File: config.mk
export PLATFORM = sky130hd
export DESIGN_NAME = if_prefetch_stage_flat
export DESIGN_NICKNAME = d
export VERILOG_FILES = /design/src/rtl/if_prefetch_stage_if.sv /design/src/rtl/if_prefetch_stage.sv /design/src/flat_wrapper.sv
export SDC_FILE = /design/constraint.sdc
export NUM_CORES = 1
export LEC_CHECK = 0
export ABC_AREA = 1
export CAP_MARGIN = 0
export CORE_MARGIN = 2
export CORE_UTILIZATION = 35
export CTS_CLUSTER_SIZE = 16
export DETAILED_ROUTE_END_ITERATION = 12
export SLEW_MARGIN = 20
export SYNTH_ARGS = -nofsm -noshare
export SYNTH_HDL_FRONTEND = slang
export SYNTH_SLANG_ARGS = --single-unit
File: constraint.sdc
create_clock -name clk -period 8 [get_ports clk]
set_input_delay 1.2 -clock clk [delete_from_list [all_inputs] [get_ports clk]]
set_output_delay 1.2 -clock clk [all_outputs]
set_load 0.005 [all_outputs]
File: src/rtl/if_prefetch_stage_if.sv
// if_prefetch_stage_if
//   Groups the fetch-stage bus signals: the instruction-memory request/response
//   pair and the decode-side valid/ready output.
//   Ports (signals):
//     imem_req, imem_addr  : fetch request and address (stage -> memory)
//     imem_rdata           : instruction, valid the cycle after imem_req
//     out_valid, out_ready : decode handshake
//     out_instr, out_pc, out_npc : head-of-queue instruction, PC, PC + step
//   Modports: master = fetch stage, slave = memory/decode environment.
interface if_prefetch_stage_if #(
    parameter int ADDR_W  = 16,
    parameter int INSTR_W = 16
);
    logic               imem_req;
    logic [ADDR_W-1:0]  imem_addr;
    logic [INSTR_W-1:0] imem_rdata;
    logic               out_valid;
    logic               out_ready;
    logic [INSTR_W-1:0] out_instr;
    logic [ADDR_W-1:0]  out_pc;
    logic [ADDR_W-1:0]  out_npc;

    modport master (
        output imem_req, imem_addr, out_valid, out_instr, out_pc, out_npc,
        input  imem_rdata, out_ready
    );

    modport slave (
        input  imem_req, imem_addr, out_valid, out_instr, out_pc, out_npc,
        output imem_rdata, out_ready
    );
endinterface

File: src/rtl/if_prefetch_stage.sv
// if_prefetch_stage
//   Instruction fetch stage with a prefetch queue. Issues sequential fetches to
//   a synchronous instruction memory (1-cycle read latency), buffers each
//   returned instruction with its PC and NPC, and presents the queue head to
//   decode. Any non-sequential pc_src flushes the queue and drops the
//   in-flight response.
//   Ports:
//     clk, reset            : clock, asynchronous active-high reset
//     pc_src                : 00 seq, 01 J target, 10 I target, 11 return addr
//     j_target, i_target, ret_addr : redirect addresses
//     bus (master)          : imem request/response and decode output
//     q_count               : occupied queue entries
//   Optional (macro FETCH_PERF_CNT_EN): perf_fetches, perf_flushes,
//     perf_stall_cycles, 32-bit wrapping event counters.
module if_prefetch_stage #(
    parameter int ADDR_W   = 16,
    parameter int INSTR_W  = 16,
    parameter int PC_STEP  = 2,
    parameter int QDEPTH   = 4,
    parameter int RESET_PC = 0
) (
    input  logic                      clk,
    input  logic                      reset,
    input  logic [1:0]                pc_src,
    input  logic [ADDR_W-1:0]         j_target,
    input  logic [ADDR_W-1:0]         i_target,
    input  logic [ADDR_W-1:0]         ret_addr,
    if_prefetch_stage_if.master       bus,
    output logic [$clog2(QDEPTH):0]   q_count
`ifdef FETCH_PERF_CNT_EN
    ,
    output logic [31:0]               perf_fetches,
    output logic [31:0]               perf_flushes,
    output logic [31:0]               perf_stall_cycles
`endif
);
    localparam int PTR_W = $clog2(QDEPTH);
    localparam int CNT_W = PTR_W + 1;
    localparam logic [ADDR_W-1:0] STEP_V  = ADDR_W'(PC_STEP);
    localparam logic [ADDR_W-1:0] RESET_V = ADDR_W'(RESET_PC);
    localparam logic [CNT_W:0]    DEPTH_V = (CNT_W+1)'(QDEPTH);

    logic [ADDR_W-1:0]  fetch_pc;
    logic               inflight;
    logic [ADDR_W-1:0]  req_pc;
    logic [PTR_W-1:0]   rd_ptr;
    logic [PTR_W-1:0]   wr_ptr;
    logic [CNT_W-1:0]   count;

    logic [INSTR_W-1:0] q_instr [QDEPTH];
    logic [ADDR_W-1:0]  q_pc    [QDEPTH];
    logic [ADDR_W-1:0]  q_npc   [QDEPTH];

    logic               redirect;
    logic               imem_req;
    logic               out_valid;
    logic               pop;
    logic               push;
    logic [CNT_W:0]     occupancy;
    logic [PTR_W-1:0]   rd_ptr_popped;

    // Handshake: decode takes the head on any cycle where out_valid and
    // out_ready are both high; out_valid never depends on out_ready, and the
    // head fields stay stable while out_valid is high and out_ready is low.
    assign redirect  = (pc_src != 2'b00);
    assign out_valid = (count != '0);
    assign pop       = out_valid && bus.out_ready;
    assign push      = inflight && !redirect;

    // Free space counts the outstanding response but never a same-cycle pop,
    // so a push can always land without checking for room.
    assign occupancy = {1'b0, count} + (CNT_W+1)'(inflight);
    assign imem_req  = !reset && !redirect && (occupancy < DEPTH_V);

    assign rd_ptr_popped = rd_ptr + PTR_W'(pop);

    assign bus.imem_req  = imem_req;
    assign bus.imem_addr = fetch_pc;
    assign bus.out_valid = out_valid;
    assign bus.out_instr = q_instr[rd_ptr];
    assign bus.out_pc    = q_pc[rd_ptr];
    assign bus.out_npc   = q_npc[rd_ptr];
    assign q_count       = count;

    always_ff @(posedge clk or posedge reset) begin
        if (reset) begin
            fetch_pc <= RESET_V;
            inflight <= 1'b0;
            req_pc   <= '0;
            rd_ptr   <= '0;
            wr_ptr   <= '0;
            count    <= '0;
            for (int i = 0; i < QDEPTH; i++) begin
                q_instr[i] <= '0;
                q_pc[i]    <= '0;
                q_npc[i]   <= '0;
            end
        end else begin
            // A redirect forces imem_req low, so inflight clears and the
            // response arriving this edge is dropped via push=0.
            inflight <= imem_req;
            if (imem_req) begin
                req_pc <= fetch_pc;
            end

            case (pc_src)
                2'b01:   fetch_pc <= j_target;
                2'b10:   fetch_pc <= i_target;
                2'b11:   fetch_pc <= ret_addr;
                default: if (imem_req) fetch_pc <= fetch_pc + STEP_V;
            endcase

            if (redirect) begin
                // Honour a same-cycle pop, then discard everything behind it.
                rd_ptr <= rd_ptr_popped;
                wr_ptr <= rd_ptr_popped;
                count  <= '0;
            end else begin
                if (push) begin
                    q_instr[wr_ptr] <= bus.imem_rdata;
                    q_pc[wr_ptr]    <= req_pc;
                    q_npc[wr_ptr]   <= req_pc + STEP_V;
                    wr_ptr          <= wr_ptr + PTR_W'(1);
                end
                rd_ptr <= rd_ptr_popped;
                case ({push, pop})
                    2'b10:   count <= count + CNT_W'(1);
                    2'b01:   count <= count - CNT_W'(1);
                    default: count <= count;
                endcase
            end
        end
    end

`ifdef FETCH_PERF_CNT_EN
    always_ff @(posedge clk or posedge reset) begin
        if (reset) begin
            perf_fetches      <= '0;
            perf_flushes      <= '0;
            perf_stall_cycles <= '0;
        end else begin
            if (imem_req) perf_fetches <= perf_fetches + 32'd1;
            if (redirect) perf_flushes <= perf_flushes + 32'd1;
            if (out_valid && !bus.out_ready) perf_stall_cycles <= perf_stall_cycles + 32'd1;
        end
    end
`endif

endmodule

File: src/flat_wrapper.sv
// flat-port wrapper written by rule: the top's interface ports become plain ports
module if_prefetch_stage_flat 
#(
    parameter int ADDR_W   = 16,
    parameter int INSTR_W  = 16,
    parameter int PC_STEP  = 2,
    parameter int QDEPTH   = 4,
    parameter int RESET_PC = 0
)
  (clk, reset, pc_src, j_target, i_target, ret_addr, q_count, bus_imem_req, bus_imem_addr, bus_out_valid, bus_out_instr, bus_out_pc, bus_out_npc, bus_imem_rdata, bus_out_ready);
  if_prefetch_stage_if #(.ADDR_W(ADDR_W), .INSTR_W(INSTR_W)) bus_i ();
  input  logic clk;
  input  logic reset;
  input  logic [1:0] pc_src;
  input  logic [ADDR_W-1:0] j_target;
  input  logic [ADDR_W-1:0] i_target;
  input  logic [ADDR_W-1:0] ret_addr;
  output logic [$clog2(QDEPTH):0] q_count;
  output wire logic [$bits(bus_i.imem_req)-1:0] bus_imem_req;
  output wire logic [$bits(bus_i.imem_addr)-1:0] bus_imem_addr;
  output wire logic [$bits(bus_i.out_valid)-1:0] bus_out_valid;
  output wire logic [$bits(bus_i.out_instr)-1:0] bus_out_instr;
  output wire logic [$bits(bus_i.out_pc)-1:0] bus_out_pc;
  output wire logic [$bits(bus_i.out_npc)-1:0] bus_out_npc;
  input wire logic [$bits(bus_i.imem_rdata)-1:0] bus_imem_rdata;
  input wire logic [$bits(bus_i.out_ready)-1:0] bus_out_ready;
  assign bus_imem_req = bus_i.imem_req;
  assign bus_imem_addr = bus_i.imem_addr;
  assign bus_out_valid = bus_i.out_valid;
  assign bus_out_instr = bus_i.out_instr;
  assign bus_out_pc = bus_i.out_pc;
  assign bus_out_npc = bus_i.out_npc;
  assign bus_i.imem_rdata = bus_imem_rdata;
  assign bus_i.out_ready = bus_out_ready;
  if_prefetch_stage #(.ADDR_W(ADDR_W), .INSTR_W(INSTR_W), .PC_STEP(PC_STEP), .QDEPTH(QDEPTH), .RESET_PC(RESET_PC)) u_core (.clk(clk), .reset(reset), .pc_src(pc_src), .j_target(j_target), .i_target(i_target), .ret_addr(ret_addr), .bus(bus_i), .q_count(q_count));
endmodule
Word-level counts from Yosys, hierarchy flattened. Cells that the tools add are included. Widths: inputs -> output; s select.

Bits in registers: 232. Input port bits: 69. Output and inout port bits: 69. Logic and storage cells: 70.

Add/sub/neg operators: 7. $lt $le $gt $ge: 4. Equality and inequality tests: 5. Mux-type cells: 20. Bitwise gates (word level): 3. Reductions and logical operators: 13.

Operator list (count): $bwmux 64 (3); $mux 16 (8); $bmux 16 s2 (3); $pmux 16 s3 (1); $add 16x2->16 const B (2); $demux 16 s2 (1); $eq 2x2->1 const B (3); $ge 3x3->1 const B (2); $not 2->3 (2); $pmux 3 s2 (1); $reduce_bool 3->1 (2); $logic_and 1x1->1 (5); $add 3x1->4 (1); $eq 2x1->1 const B (2); $lt 4x3->1 const B (1); $mux 2 (2); $reduce_bool 2->1 (2); $reduce_bool 4->1 (1); $add 3x1->3 const B (1); $lt 3x1->1 const B (1); $mux 3 (1); $sub 3x1->3 const B (1); $add 2x1->2 (1); $add 2x1->2 const B (1); other kinds (3) (4).

Depth between registers and ports, before layout. Gate-level depths: netlist of the first run.

Word-level depth: 6. Gate-level depth with buffers: 8. Depth with buffers taken out: 8.

Worst setup path before layout of the first run. OpenSTA, ideal clock, no wires.

Path kind: input to output. Start: input reset. End: output bus_imem_req. Arrival time: 1.824 ns. Required time: 6.800 ns. Slack: 4.976 ns. Cell stages on the path: 4. Buffers on the path: 1. Cell sequence: nor2_2 nand3_2 inv_2 buf_4.

Cells in the longest elaborated chain, start to end: 3.

Ends and longest elaborated chain: from (decl) (line flat_wrapper.sv:13) `input logic reset;`; $logic_not 1->1 (line if_prefetch_stage.sv:73) `assign imem_req = !reset && !redirect && (occupancy < DEPTH_V);`; $logic_and 1x1->1 (2 in a row) (line if_prefetch_stage.sv:73); to (decl) (line flat_wrapper.sv:19) `output wire logic [$bits(bus_i.imem_req)-1:0] bus_imem_req;`.

No other way between the ends.

Worst setup path in the final report of the first run.
Start: input pc_src[1]. End: output bus_imem_req.

Cells in the longest elaborated chain, start to end: 4.

Ends and longest elaborated chain: from (decl) (line flat_wrapper.sv:14) `input logic [1:0] pc_src;`; $reduce_bool 2->1 (line if_prefetch_stage.sv:65) `assign redirect = (pc_src != 2'b00);`; $logic_not 1->1 (line if_prefetch_stage.sv:73); $logic_and 1x1->1 (2 in a row) (line if_prefetch_stage.sv:73).

No other way between the ends.

==> impl_results.md, run 1 <==
- Max cap viols: 0
- Critical path data required time: about 6.8 ns
- Area grow syn2layout: 22.9%
- CTS root buffer: clkbuf_16
- Nets@finish: between 1000 and 1500
- CP Capture Point: bus_imem_req
- DR pass1 iterations: 5
- Crit start category: primary input
- Residual DRC count: 0
- Synth Cell Area: 0.0107 mm²
- Worst hold path type: flip-flop to flip-flop
- Yosys top cell area share: 0.534
- Post-CTS Setup Bufs: 0
- Vias in the first global route: slightly below 9000
- Synth top area cells: dfrtp_1 53%, nand2_1 13%, o21ai_0 12%
- Slew Viols, Final: 0
- Total gr overflow: 0
- Gate Count Post-Synth: 1314
- Critical path class: primary input to primary output
- CTS tree: done
- Rel. slew slack: 0.350
- Initial DRC count: about 740
- Routed vias/inst: 5.03
- Post-Route WL: 28.6 mm
- Largest area contributor in the netlist: dfrtp_1
- CP arrival: 3.61 ns
- FILL cells: 2936
- Share of cells above drive strength 1: 0.0538
- Final weighted congestion in routability-driven placement: roughly 0.80
- Launch point of the worst reg-to-reg path: u_core.wr_ptr[0]
- Worst setup startpoint: pc_src[1]
- Row cnt: 63
- Antenna diode count: 0
- Worst VDD drop: 201 µV
- Initial antenna violation count: 0
- Reg-to-Reg End: u_core.q_pc[1]
- Netlist cell types: 33
- GRT Util Overall: 0.182
- Detail Placement HPWL: 17.4 mm
- Setup_tns: 0 ns
- I/O Buffers: 137
- Synthesized Nets: 1392
- R2R Setup Slk: 5.91 ns
- Largest net degree at the start of global routing: 96
- Register area share after synthesis: 0.534
- Pwr per Cell Area: 316 mW/mm²
- First-pass GRT wire length: 46.5 mm
- Clock Sinks: between 200 and 250
- Later-pin clock latency in the skew report: 0.52 ns
- Top-level I/O count: 138
- Pleak: 6.08 nW
- Clock period minus worst slack: 4.81 ns
- Final Hold Viols: 0
- Maximum clock rate: around 210 MHz
- Cts repair resizes: 0
- Period utilization: 0.601
- Remaining antenna violation count: 0
- Crit Path Max Fanout: 28
- RSZ-0062 raised after global routing: no
- Clk_skew: 0.0147 ns
- Status: finished clean
- Die Footprint: about 0.032 mm²
- Drt wl/cell: 15.7 µm
- Hold WS: 0.471 ns
- Reg2Reg Depth: 5
- CTS max path bufs: 3
- Hold Buf Count CTS: 0
- Die height: around 180 µm
- Post-route core utilization: 0.439
- Tot Pwr: a little over 4 mW
- Inserted Clock Buffers: 26
- Clk slew on worst S/H paths: 0.06 ns
- Die width: 179 µm
- Worst setup EP type: primary output
- Core Area: 0.0299 mm²
- Vias: roughly 9000
- Synth Area per Inst: 8.13 µm²
- Finish-stage setup viols: 0
- Slew @ Worst Pin: 0.975 ns
- Warnings, synthesis: 0
- H-Tree Depth: 1
- Number of synthesized register bits: around 230
- Initial Util: 0.358
[layer usage]
layer  up-vias  GRT usage  share of wire
li1       4507          -              -
met1      4316      0.250           0.46
met2       293      0.295           0.45
met3        35     0.0397          0.074
met4         0     0.0396          0.016
met5         -          0              0
[cells by family (layout without fill, tap and decap cells)]
family                     count (synthesis)  after routing  synth area share
and+or+nand+nor                          569            569             0.211
adders and majority gates                  9              9            0.0112
xor gates and xnor gates                  11             11           0.00902
DFF                                      228            228             0.534
AOI/OAI and AO/OA                        346            346             0.171
buffers and inverters                    151            267            0.0630
[critical path, stage by stage]
cell,delay (ns)
clkdlybuf4s50_1,0.52
nor2_4,0.37
nand3_2,0.48
inv_2,0.43
clkdlybuf4s50_1,0.59
[worst min path at each step]
stage                     depth (start not counted)          endpoint  slack, ns             start
after floorplan                                   2  u_core.q_npc[17]       0.44  u_core.q_npc[17]
after global placement                            2  u_core.q_npc[45]       0.46  u_core.q_npc[45]
after detailed placement                          2  u_core.q_npc[33]       0.46  u_core.q_npc[33]
after CTS                                         2  u_core.q_npc[33]       0.48  u_core.q_npc[33]
after global routing                              2  u_core.q_npc[44]       0.49  u_core.q_npc[44]
final                                             2  u_core.q_npc[42]       0.47  u_core.q_npc[42]
[where the power goes]
group          total, mW  switching [mW]  internal (mW)
registers           1.53           0.142           1.38
logic               1.40           0.749          0.651
clock network       1.22           0.462          0.763
total               4.15            1.35           2.80
[stage by stage]
stage          cells  worst slack, ns  area [µm²]
2_1_floorplan   1314            0.552       10700
3_3_place_gp    1774             3.23       12200
3_5_place_dp    1774             3.20       12200
4_1_cts         1820             3.18       13100
5_1_grt         1820             2.97       13100
6_report        1820             3.19       13100
[layout make-up]
type | instances | area (µm²) | share of cell area
clock buffers | 36 | 769 | 0.0586
clock inverters | 10 | 125 | 0.00953
inverters | 75 | 292 | 0.0222
multi-input cells | 935 | 4300 | 0.328
flip-flops and latches | 228 | 5710 | 0.435
well taps | 390 | 488 | 0.0372
repair buffers | 146 | 1440 | 0.110
[placed cells by master, fill, tap and decap left out, drive strengths merged]
master,synthesis,layout
clkbuf,42,36
o211ai,2,2
o21a,5,5
clkdlybuf4s50,0,137
inv,75,75
fa,1,1
ha,8,8
nand3,42,42
bufinv,0,3
clkinv,0,7
buf,34,9
a22o,1,1
a31oi,1,1
nor3,6,6
nor2,145,145
a21oi,14,14
xor2,11,11
and2,1,1
nand2,367,367
o22ai,49,49
nand4,8,8
dfrtp,228,228
o21ai,274,274
[state kept, by name, summed over array words and instances (netlist names)]
name	count
u_core.q_npc	64
u_core.rd_ptr	2
u_core.q_pc	60
u_core.q_instr	64
u_core.wr_ptr	2
u_core.req_pc	16
u_core.bus.imem_addr	16
u_core.q_count	3
u_core.inflight	1
[synth_stat cells]
| cell | count |
|---|---|
| a21oi_4 | 1 |
| and2_1 | 1 |
| o211ai_1 | 2 |
| a21oi_1 | 13 |
| o21ai_0 | 251 |
| nand3_1 | 41 |
| buf_1 | 1 |
| nor2_2 | 3 |
| nand2_1 | 362 |
| dfrtp_1 | 228 |
| o22ai_1 | 49 |
| nor2_1 | 141 |
| buf_6 | 8 |
| xor2_1 | 11 |
| a31oi_1 | 1 |
| inv_4 | 1 |
| clkbuf_1 | 42 |
| nor3_1 | 5 |
| o21a_1 | 5 |
| nand2_2 | 5 |
| o21ai_1 | 22 |
| inv_2 | 7 |
| nand3_2 | 1 |
| a22o_1 | 1 |
| buf_4 | 5 |
| inv_1 | 67 |
| nor3_2 | 1 |
| buf_2 | 20 |
| fa_1 | 1 |
| ha_1 | 8 |
| o21ai_2 | 1 |
| nand4_1 | 8 |
| nor2_4 | 1 |
Note: power is estimated with default switching activity, not from simulation.
==> run 2: changes to the inputs <==
clock period = 4.4 ns   (was 8 ns; I/O delays follow)
==> run 2 against run 1 <==
Die area unchanged; flip-flop and latch count unchanged; sequential share of layout area down 0.32 points; routed wire length up 2.6%; final area up 0.74%; combinational power up 86%; clock power up 88%; count of clock-buffer cells in the layout up 1; sequential power up 82%; register-to-register slack worse by 3.7 ns.
==> impl_results.md, run 2 (same netlist as run 1, synthesis figures left out) <==
- Clock Sinks: 228
- Slew @ Worst Pin: 0.957 ns
- Vias: 9283
- H-Tree Depth: 1
- Detail Placement HPWL: 18.5 mm
- Routed vias/inst: a little over 5
- Worst hold path type: flip-flop to flip-flop
- Initial antenna violation count: 0
- Placed Instances: 1781
- Clock period minus worst slack: ~3.4 ns
- Area grow syn2layout: 23.8%
- Hold WS: 0.475 ns
- Max cap viols: 0
- Biggest regs: u_core.q_instr (64), u_core.q_npc (64), u_core.q_pc (60)
- Nets@finish: roughly 1500
- Clock share of power: 0.298
- CTS root buffer: clkbuf_16
- Slew Viols, Final: 0
- Commonest cells after routing, fill and taps aside: 362 x nand2_1, 251 x o21ai_0, 227 x dfrtp_1, 141 x nor2_1, 137 x clkdlybuf4s50_1
- Finish-stage setup viols: 0
- Final cell count without fillers: 1827
- Total gr overflow: 0
- Tot Pwr: 7.68 mW
- DP Worst Slack: 1.02 ns
- Share of cells above drive strength 1: 0.0571
- Pwr per Cell Area: 581 mW/mm²
- FILL cells: 2919
- Largest net degree at the start of global routing: around 180
- Psw: 2.50 mW
- Worst setup EP type: primary output
- CP arrival: approximately 2.7 ns
- Top-level I/O count: 138
- Post-Route WL: 29.3 mm
- Post-CTS Setup Bufs: 0
- Drt wl/cell: 16.1 µm
- Internal power: ~5.2 mW
- Rel. slew slack: 0.362
- Core Area: 0.0299 mm²
- Die height: approximately 180 µm
- I/O Buffers: about 140
- Antenna diode count: 0
- Die width: between 150 and 200 µm
- Row cnt: 63
- Crit Path Max Fanout: 28
- Residual DRC count: 0
- Final weighted congestion in routability-driven placement: 0.840
- Remaining antenna violation count: 0
- Status: finished clean
- Setup_tns: 0 ns
- Critical path data required time: 3.74 ns
- Die Footprint: 0.0319 mm²
- Initial Util: 0.358
- Pleak: 6.12 nW
- Cts repair resizes: 0
- Critical path class: primary input to primary output
- RSZ-0062 raised after global routing: no
- Post-Place Cell Area: 0.0123 mm²
- Post-route core utilization: 0.443
- Worst VDD drop: 312 µV
- Switching share of power: 0.325
- Clk_skew: 0.0197 ns
- CTS tree: done
- Initial DRC count: 723
- First-pass GRT wire length: 47.5 mm
- Maximum clock rate: 296 MHz
- Clk slew on worst S/H paths: 0.06 ns
- Gate power share: 0.339
- CTS max path bufs: 3
- DR pass1 iterations: 5
- Worst setup margin: between 1 and 1.5 ns
- Vias in the first global route: 8871
- GRT Util Overall: 0.186
- Fin area: 0.0132 mm²
- Period utilization: 0.769
- Crit start category: primary input
- Later-pin clock latency in the skew report: 0.53 ns
- Most common cell after layout, fill and taps aside: nand2_1
- Inserted Clock Buffers: 26
- Flop pwr share: 0.363
- Final Hold Viols: 0
- Hold Buf Count CTS: 0
## run 2: cell types whose count changed in the layout (fill, tap and decap cells not counted), sizes merged
cell      previous run  this run
buf                  9        16
clkinvlp             0         1
clkbuf              36        37
inv                 75        74
clkinv               7         5
bufinv               3         4
## run 2: worst max-delay path, cell delays in order
cell	delay [ns]
clkdlybuf4s50_1	0.51
nor2_4	0.36
nand3_2	0.11
buf_4	0.23
inv_2	0.27
clkdlybuf4s50_1	0.58
## run 2: final cells by class
cell class	instances	area, µm²	share of cell area
Tap cell	390	488	0.0369
Clock buffer	37	773	0.0585
Timing Repair Buffer	153	1520	0.115
Multi-Input combinational cell	935	4300	0.325
Inverter	75	288	0.0218
Sequential cell	228	5710	0.432
Clock inverter	9	145	0.0110
## run 2: routing by layer
layer	GRT usage	routed length [µm]	up-vias
met5	0	0	-
met4	0.0403	434	0
met3	0.0329	1950	38
met2	0.296	13000	302
met1	0.266	13900	4427
li1	-	-	4516
## run 2: path summary, 6_finish.rpt
path	slack, ns	end	cells past startpoint	start
worst max-delay path	1.02	bus_imem_req	6	pc_src[1]
worst min-delay path	0.47	u_core.q_npc[25]	2	u_core.q_npc[25]
worst max register to register	2.23	u_core.q_pc[18]	6	u_core.wr_ptr[0]
worst min register to register	0.47	u_core.q_npc[25]	2	u_core.q_npc[25]
max in group asynchronous	2.86	u_core.q_pc[18]	3	reset
min in group asynchronous	0.81	u_core.bus.imem_addr[3]	3	reset
## run 2: power groups by stage
stage	combinational [mW]	clock, mW	sequential [mW]
after global placement	2.61	0	2.80
after floorplan	1.37	0	2.74
after CTS	2.64	2.34	2.78
after detailed placement	2.62	0	2.81
after global routing	2.91	2.44	2.84
final	2.60	2.29	2.79
==> run 3: changes to the inputs <==
clock period = 3 ns   (was 4.4 ns; I/O delays follow)
==> run 3 against run 2 <==
Count of clock-buffer cells in the layout up 3; routed wire length up 1.1%; critical path type is now flip-flop to primary output; combinational power up 48%; final area up 1.7%; flip-flop and latch count unchanged; worst hold slack worse by 0.0030 ns.
==> impl_results.md, run 3 (same netlist as run 1, synthesis figures left out) <==
- Status: finished clean
- Launch point of the worst reg-to-reg path: u_core.req_pc[1]
- Reg2Reg Depth: 5
- Pleak: 6.23 nW
- Clock share of power: 0.307
- Row cnt: 63
- Met3 WL: a little over 2 mm
- Flop pwr share: 0.357
- Die height: 179 µm
- Drt wl/cell: 16.1 µm
- CP arrival: 2.43 ns
- Post-Route WL: about 30 mm
- Slowest CP cell: clkdlybuf4s50_1
- RSZ-0062 raised after global routing: no
- Crit start category: flip-flop
- Clk slew on worst S/H paths: about 0.060 ns
- Final Hold Viols: 0
- Switching share of power: 0.320
- CTS tree: done
- Clock Sinks: 228
- DR pass1 iterations: 5
- Pwr per Cell Area: between 800 and 900 mW/mm²
- Antenna diode count: 0
- Critical path class: flip-flop to primary output
- Share of cells above drive strength 1: 0.0640
- Remaining antenna violation count: 0
- Vias: 9354
- FILL cells: 2934
- Worst VDD drop: roughly 520 µV
- CTS root buffer: clkbuf_16
- Max cap viols: 0
- Vias in the first global route: a little under 9000
- Die width: 179 µm
- Period utilization: 0.962
- Initial Util: 0.358
- Post-Place Cell Area: 0.0125 mm²
- Initial DRC count: 763
- Worst hold path type: flip-flop to flip-flop
- I/O Buffers: about 140
- Crit-path max cell delay: 0.57 ns
- Psw: about 3.7 mW
- Die Footprint: 0.0319 mm²
- Largest net degree at the start of global routing: 68
- Critical path data required time: 2.55 ns
- CTS max path bufs: 3
- Clock period minus worst slack: 2.88 ns
- R2R Setup Slk: 0.97 ns
- Min-Delay Endpoint: u_core.q_npc[30]
- Slew Viols, Final: 0
- Residual DRC count: 0
- Placed Instances: 1794
- Metal2 WL: 13.2 mm
- Later-pin clock latency in the skew report: approximately 0.53 ns
- Gate power share: 0.336
- Core Area: 0.0299 mm²
- Routed vias/inst: 5.08
- Inserted Clock Buffers: 26
- Detail Placement HPWL: 19.7 mm
- Total gr overflow: 0
- Initial antenna violation count: 0
- Maximum clock rate: 347 MHz
- Biggest regs: u_core.q_instr (64), u_core.q_npc (64), u_core.q_pc (60)
- Finish-stage setup viols: 0
- Worst Hold Depth: 2
- Fin area: between 0.01 and 0.015 mm²
- Final cell count without fillers: 1842
- Critical path cell sequence: buf_4 > o21ai_0 > o22ai_1 > clkdlybuf4s50_1
- GRT Util Overall: 0.188
- H-Tree Depth: 1
- Wl on met1: 13.9 mm
- Rel. slew slack: 0.462
- Area grow syn2layout: 25.9%
- Slew @ Worst Pin: 0.805 ns
- Clk_skew: between 0.02 and 0.03 ns
- Post-CTS Setup Bufs: 0
- Reg-to-Reg End: u_core.q_npc[39]
- Commonest cells after routing, fill and taps aside: 362 x nand2_1, 251 x o21ai_0, 227 x dfrtp_1, 141 x nor2_1, 137 x clkdlybuf4s50_1
- Internal power: between 7 and 8 mW
- Worst Hold Launch: u_core.q_npc[30]
- Most common cell after layout, fill and taps aside: nand2_1
- Crit Path Max Fanout: 48
- Top layer in use: met4
- Worst setup EP type: primary output
- First-pass GRT wire length: roughly 48 mm
- Final weighted congestion in routability-driven placement: 0.845
- Top-level I/O count: roughly 140
- Nets@finish: 1510
==> run 3: routing by layer <==
metal	global-route usage	vias up
met5	0	-
met4	0.0447	0
met3	0.0418	33
met2	0.299	279
met1	0.262	4481
li1	-	4561
==> run 3: worst max-delay path by stage <==
stage               slack [ns]                       to        startpoint
detailed placement        0.60       u_core.q_instr[15]         pc_src[1]
floorplan                -0.43  u_core.bus.imem_addr[0]             reset
global route              0.02           bus_out_npc[9]  u_core.rd_ptr[1]
finish                    0.12           bus_out_npc[9]  u_core.rd_ptr[1]
global placement          0.64           bus_out_npc[2]  u_core.rd_ptr[0]
CTS                       0.05           bus_out_npc[2]  u_core.rd_ptr[0]
==> run 3: worst max-delay path, delay by kind of cell, from the launching register on <==
family	cells	cell delay [ns]
AO/OA/AOI/OAI	2	0.50
buffers and inverters	2	1.08
flip-flops	1	0.34
==> run 3: metrics by stage <==
stage	worst slack [ns]	utilization	TNS (ns)	hold WS, ns	power (mW)
2_1_floorplan	-0.430	-	-98.04	0.444	6.03
3_3_place_gp	0.642	0.418	0	0.460	7.97
3_5_place_dp	0.600	0.418	0	0.460	8.02
4_1_cts	0.0497	0.450	0	0.476	11.6
5_1_grt	0.0174	0.450	0	0.490	12.2
6_report	0.115	0.450	0	0.472	11.5
==> run 3: power by group through the flow <==
stage	registers (mW)	logic [mW]	clock network (mW)
global route	4.17	4.32	3.75
floorplan	4.02	2.01	0
detailed placement	4.13	3.88	0
finish	4.10	3.85	3.52
CTS	4.08	3.90	3.60
global placement	4.12	3.86	0
==> run 3: cell type report <==
| class | instances | area, µm² | area share |
|---|---|---|---|
| repair buffers | 166 | 1690 | 0.126 |
| well taps | 390 | 488 | 0.0363 |
| inverters | 75 | 288 | 0.0214 |
| multi-input cells | 935 | 4300 | 0.320 |
| clock inverters | 8 | 190 | 0.0141 |
| flip-flops and latches | 228 | 5710 | 0.425 |
| clock buffers | 40 | 774 | 0.0576 |
==> run 3: repair_timing <==
item | CTS | global route
gates resized for setup | 0 | 1
endpoints found under the setup margin | 0 | 14
hold buffers | 0 | 0
==> RTL edit: new RTL, settings of run 3 <==
Register the output `q_count` once more, cleared by the reset; this adds one clock of latency there. The other outputs are not delayed to match.
--- a/src/rtl/if_prefetch_stage.sv
+++ b/src/rtl/if_prefetch_stage.sv
@@ -81,5 +81,11 @@
     assign bus.out_pc    = q_pc[rd_ptr];
     assign bus.out_npc   = q_npc[rd_ptr];
-    assign q_count       = count;
+    always_ff @(posedge clk or posedge reset) begin
+        if (reset) begin
+            q_count <= '0;
+        end else begin
+            q_count <= count;
+        end
+    end
 
     always_ff @(posedge clk or posedge reset) begin
Behaviour: not the same (Yosys sat finds a counterexample within 4 cycles, from zero or initial values and one cycle with reset high).
==> RTL edit against run 3 <==
  * First-iteration DRC count fell by 6.6%
  * Setup slack worse by 0.044 ns
  * Die area up 1.8%
  * Total power decreased by 4.8%
  * Design area increased by 1.1%
  * Largest cell class unchanged
  * Clock skew decreased by 0.014 ns
  * Wire length about the same
  * Largest power group unchanged
  * Area after synthesis increased by 1.9%
  * Clock power is 9.4% lower
  * Sequential cell count grew 3
  * Critical path type unchanged
  * Cell count grew 0.65%
  * Worst hold slack got worse by 0.10 ns
  * Sequential share of layout area increased by 0.13 points
==> RTL edit: results (changes against run 3) <==
CP max-delay cell = dfrtp_4
GRT Overall Usage = 0.180 (-0.00820)
Detailed Place HPWL = 19.3 mm (-2.0%)
clk tree area frac = 0.0636 (-0.00812)
final-stage net count = 1518 (+0.53%)
clk root buf = clkbuf_16
seq_cells = 231 (+1.3%)
initial DRC count = 713 (-6.6%)
Hold WC Path Type = input pin to asynchronous set/reset pin
DP Area = 12700 sq um (+1.5%)
Routed WL per cell = 16.0 um (-0.73%)
via count = 9267 (-0.93%)
post-cts resize count = 2 (+2)
inverters = 82 (+9.3%)
first-pass GRT wire length = 48.3 mm (+0.85%)
Worst Path Max Fanout = 34 (-29%)
sequential fraction of the synthesis area = 0.531 (-0.00293)
Arrival @ worst endpoint = 2.48 ns (+0.05 ns)
multi-input logic cell count = 931 (-0.43%)
DRC Markers = 0 (unchanged)
share of layout cells above drive strength 1 = 0.0693 (+0.00522)
worst skew pair latency = 0.52 ns
Met2 Wirelength = 13.2 mm (+0.24%)
metal3 WL = 1.87 mm (-9.6%)
grt met1 use = 0.253 (-0.00848)
Layout fillers = 3059 (+4.3%)
Int Power = 7350 uW (-5.7%)
Yosys cell types = 37 (+12%)
Non-clock buffers = 167 (+0.60%)
Comb. pwr = 3640 uW (-5.5%)
H-tree depth = 1 (unchanged)
vias in the first global route = 9084 (+1.5%)
setup bufs post-CTS = 0 (unchanged)
clock buf count = 35 (-13%)
n_diodes = 0 (unchanged)
Final Skew = 0.0117 ns (-0.0143 ns)
M3 GR Usage = 0.0378 (-0.00398)
largest net degree at the start of global routing = 69 (+1.5%)
buffer share of cell area = 0.133 (+0.00661)
status = complete, no violations
Net Count, Synth = 1399 (+0.50%)
GR Util met2 = 0.287 (-0.0120)
synth top area cells = dfrtp_1 (53%), nand2_1 (12%), o21ai_0 (7.0%), o21ai_1 (5.7%), nor2_1 (4.6%)
total CTS buffers = 27 (+3.8%)
slew margin rel. = 0.596 (+0.134)
port buffer count = 137 (unchanged)
Synth Flop Type = dfrtp_1
initial antenna violation count = 0 (unchanged)
synthesized area per cell = 8.24 sq um (+1.3%)
multi-input combinational cell area = 4330 sq um (+0.52%)
clock-net power = 3190 uW (-9.4%)
Sequential cell area = 5780 sq um (+1.4%)
gp weighted congestion = 0.821 (-2.9%)
maximum vdd drop = 0.469 mV (-9.2%)
GRT busiest layer = met2
met1 WL = 14.1 mm (+2.0%)
Leakage = 0.00632 uW (+1.4%)
synth cell count leaders = nand2_1 (359), dfrtp_1 (231), o21ai_0 (153)
RTL edit: cell types whose count changed after synthesis, sizes merged, moves of 3 or more:
cell / before / now
clkbuf: 42 / 35
o22ai: 49 / 46
nor3: 6 / 9
inv: 75 / 81
o21ai: 274 / 279
buf: 34 / 42
nor2: 145 / 137
dfrtp: 228 / 231
RTL edit: worst paths after layout:
| kind | startpoint | end | slack, ns | cells past startpoint |
|---|---|---|---|---|
| max in group asynchronous | reset | u_core.q_pc[6]$_DFFE_PP0P_ | 1.91 | 3 |
| min in group clk | u_core.count[2]$_DFFE_PP0P_ | u_core.q_count[2]$_DFF_PP0_ | 0.46 | 0 |
| max reg2reg | u_core.count[0]$_DFFE_PP0P_ | u_core.count[2]$_DFFE_PP0P_ | 0.99 | 8 |
| max | u_core.rd_ptr[0]$_DFF_PP0_ | bus_out_pc[1] | 0.07 | 5 |
| min | reset | u_core.bus.imem_addr[0]$_DFFE_PP0P_ | 0.37 | 2 |
| min reg2reg | u_core.count[2]$_DFFE_PP0P_ | u_core.q_count[2]$_DFF_PP0_ | 0.46 | 0 |
RTL edit: kinds of logic after synthesis:
logic type / count (synthesis) / share of synthesized area
and+or+nand+nor: 562 / 0.208
AOI/OAI and AO/OA: 348 / 0.168
DFF: 231 / 0.531
buffers and inverters: 159 / 0.0719
xor gates and xnor gates: 12 / 0.0103
adders and majority gates: 9 / 0.0110
RTL edit: per-stage QoR:
stage | TNS [ns] | power, uW | cells | utilization | setup WS, ns
finish | 0 | 10900 | 1854 | 0.444 | 0.0714
detailed placement | 0 | 7720 | 1805 | 0.414 | 0.507
floorplan | -109.02 | 5900 | 1321 | - | -0.472
CTS | 0 | 10900 | 1852 | 0.443 | 0.0194
global placement | 0 | 7660 | 1805 | 0.414 | 0.547
global route | 0 | 11700 | 1854 | 0.444 | 0.0135
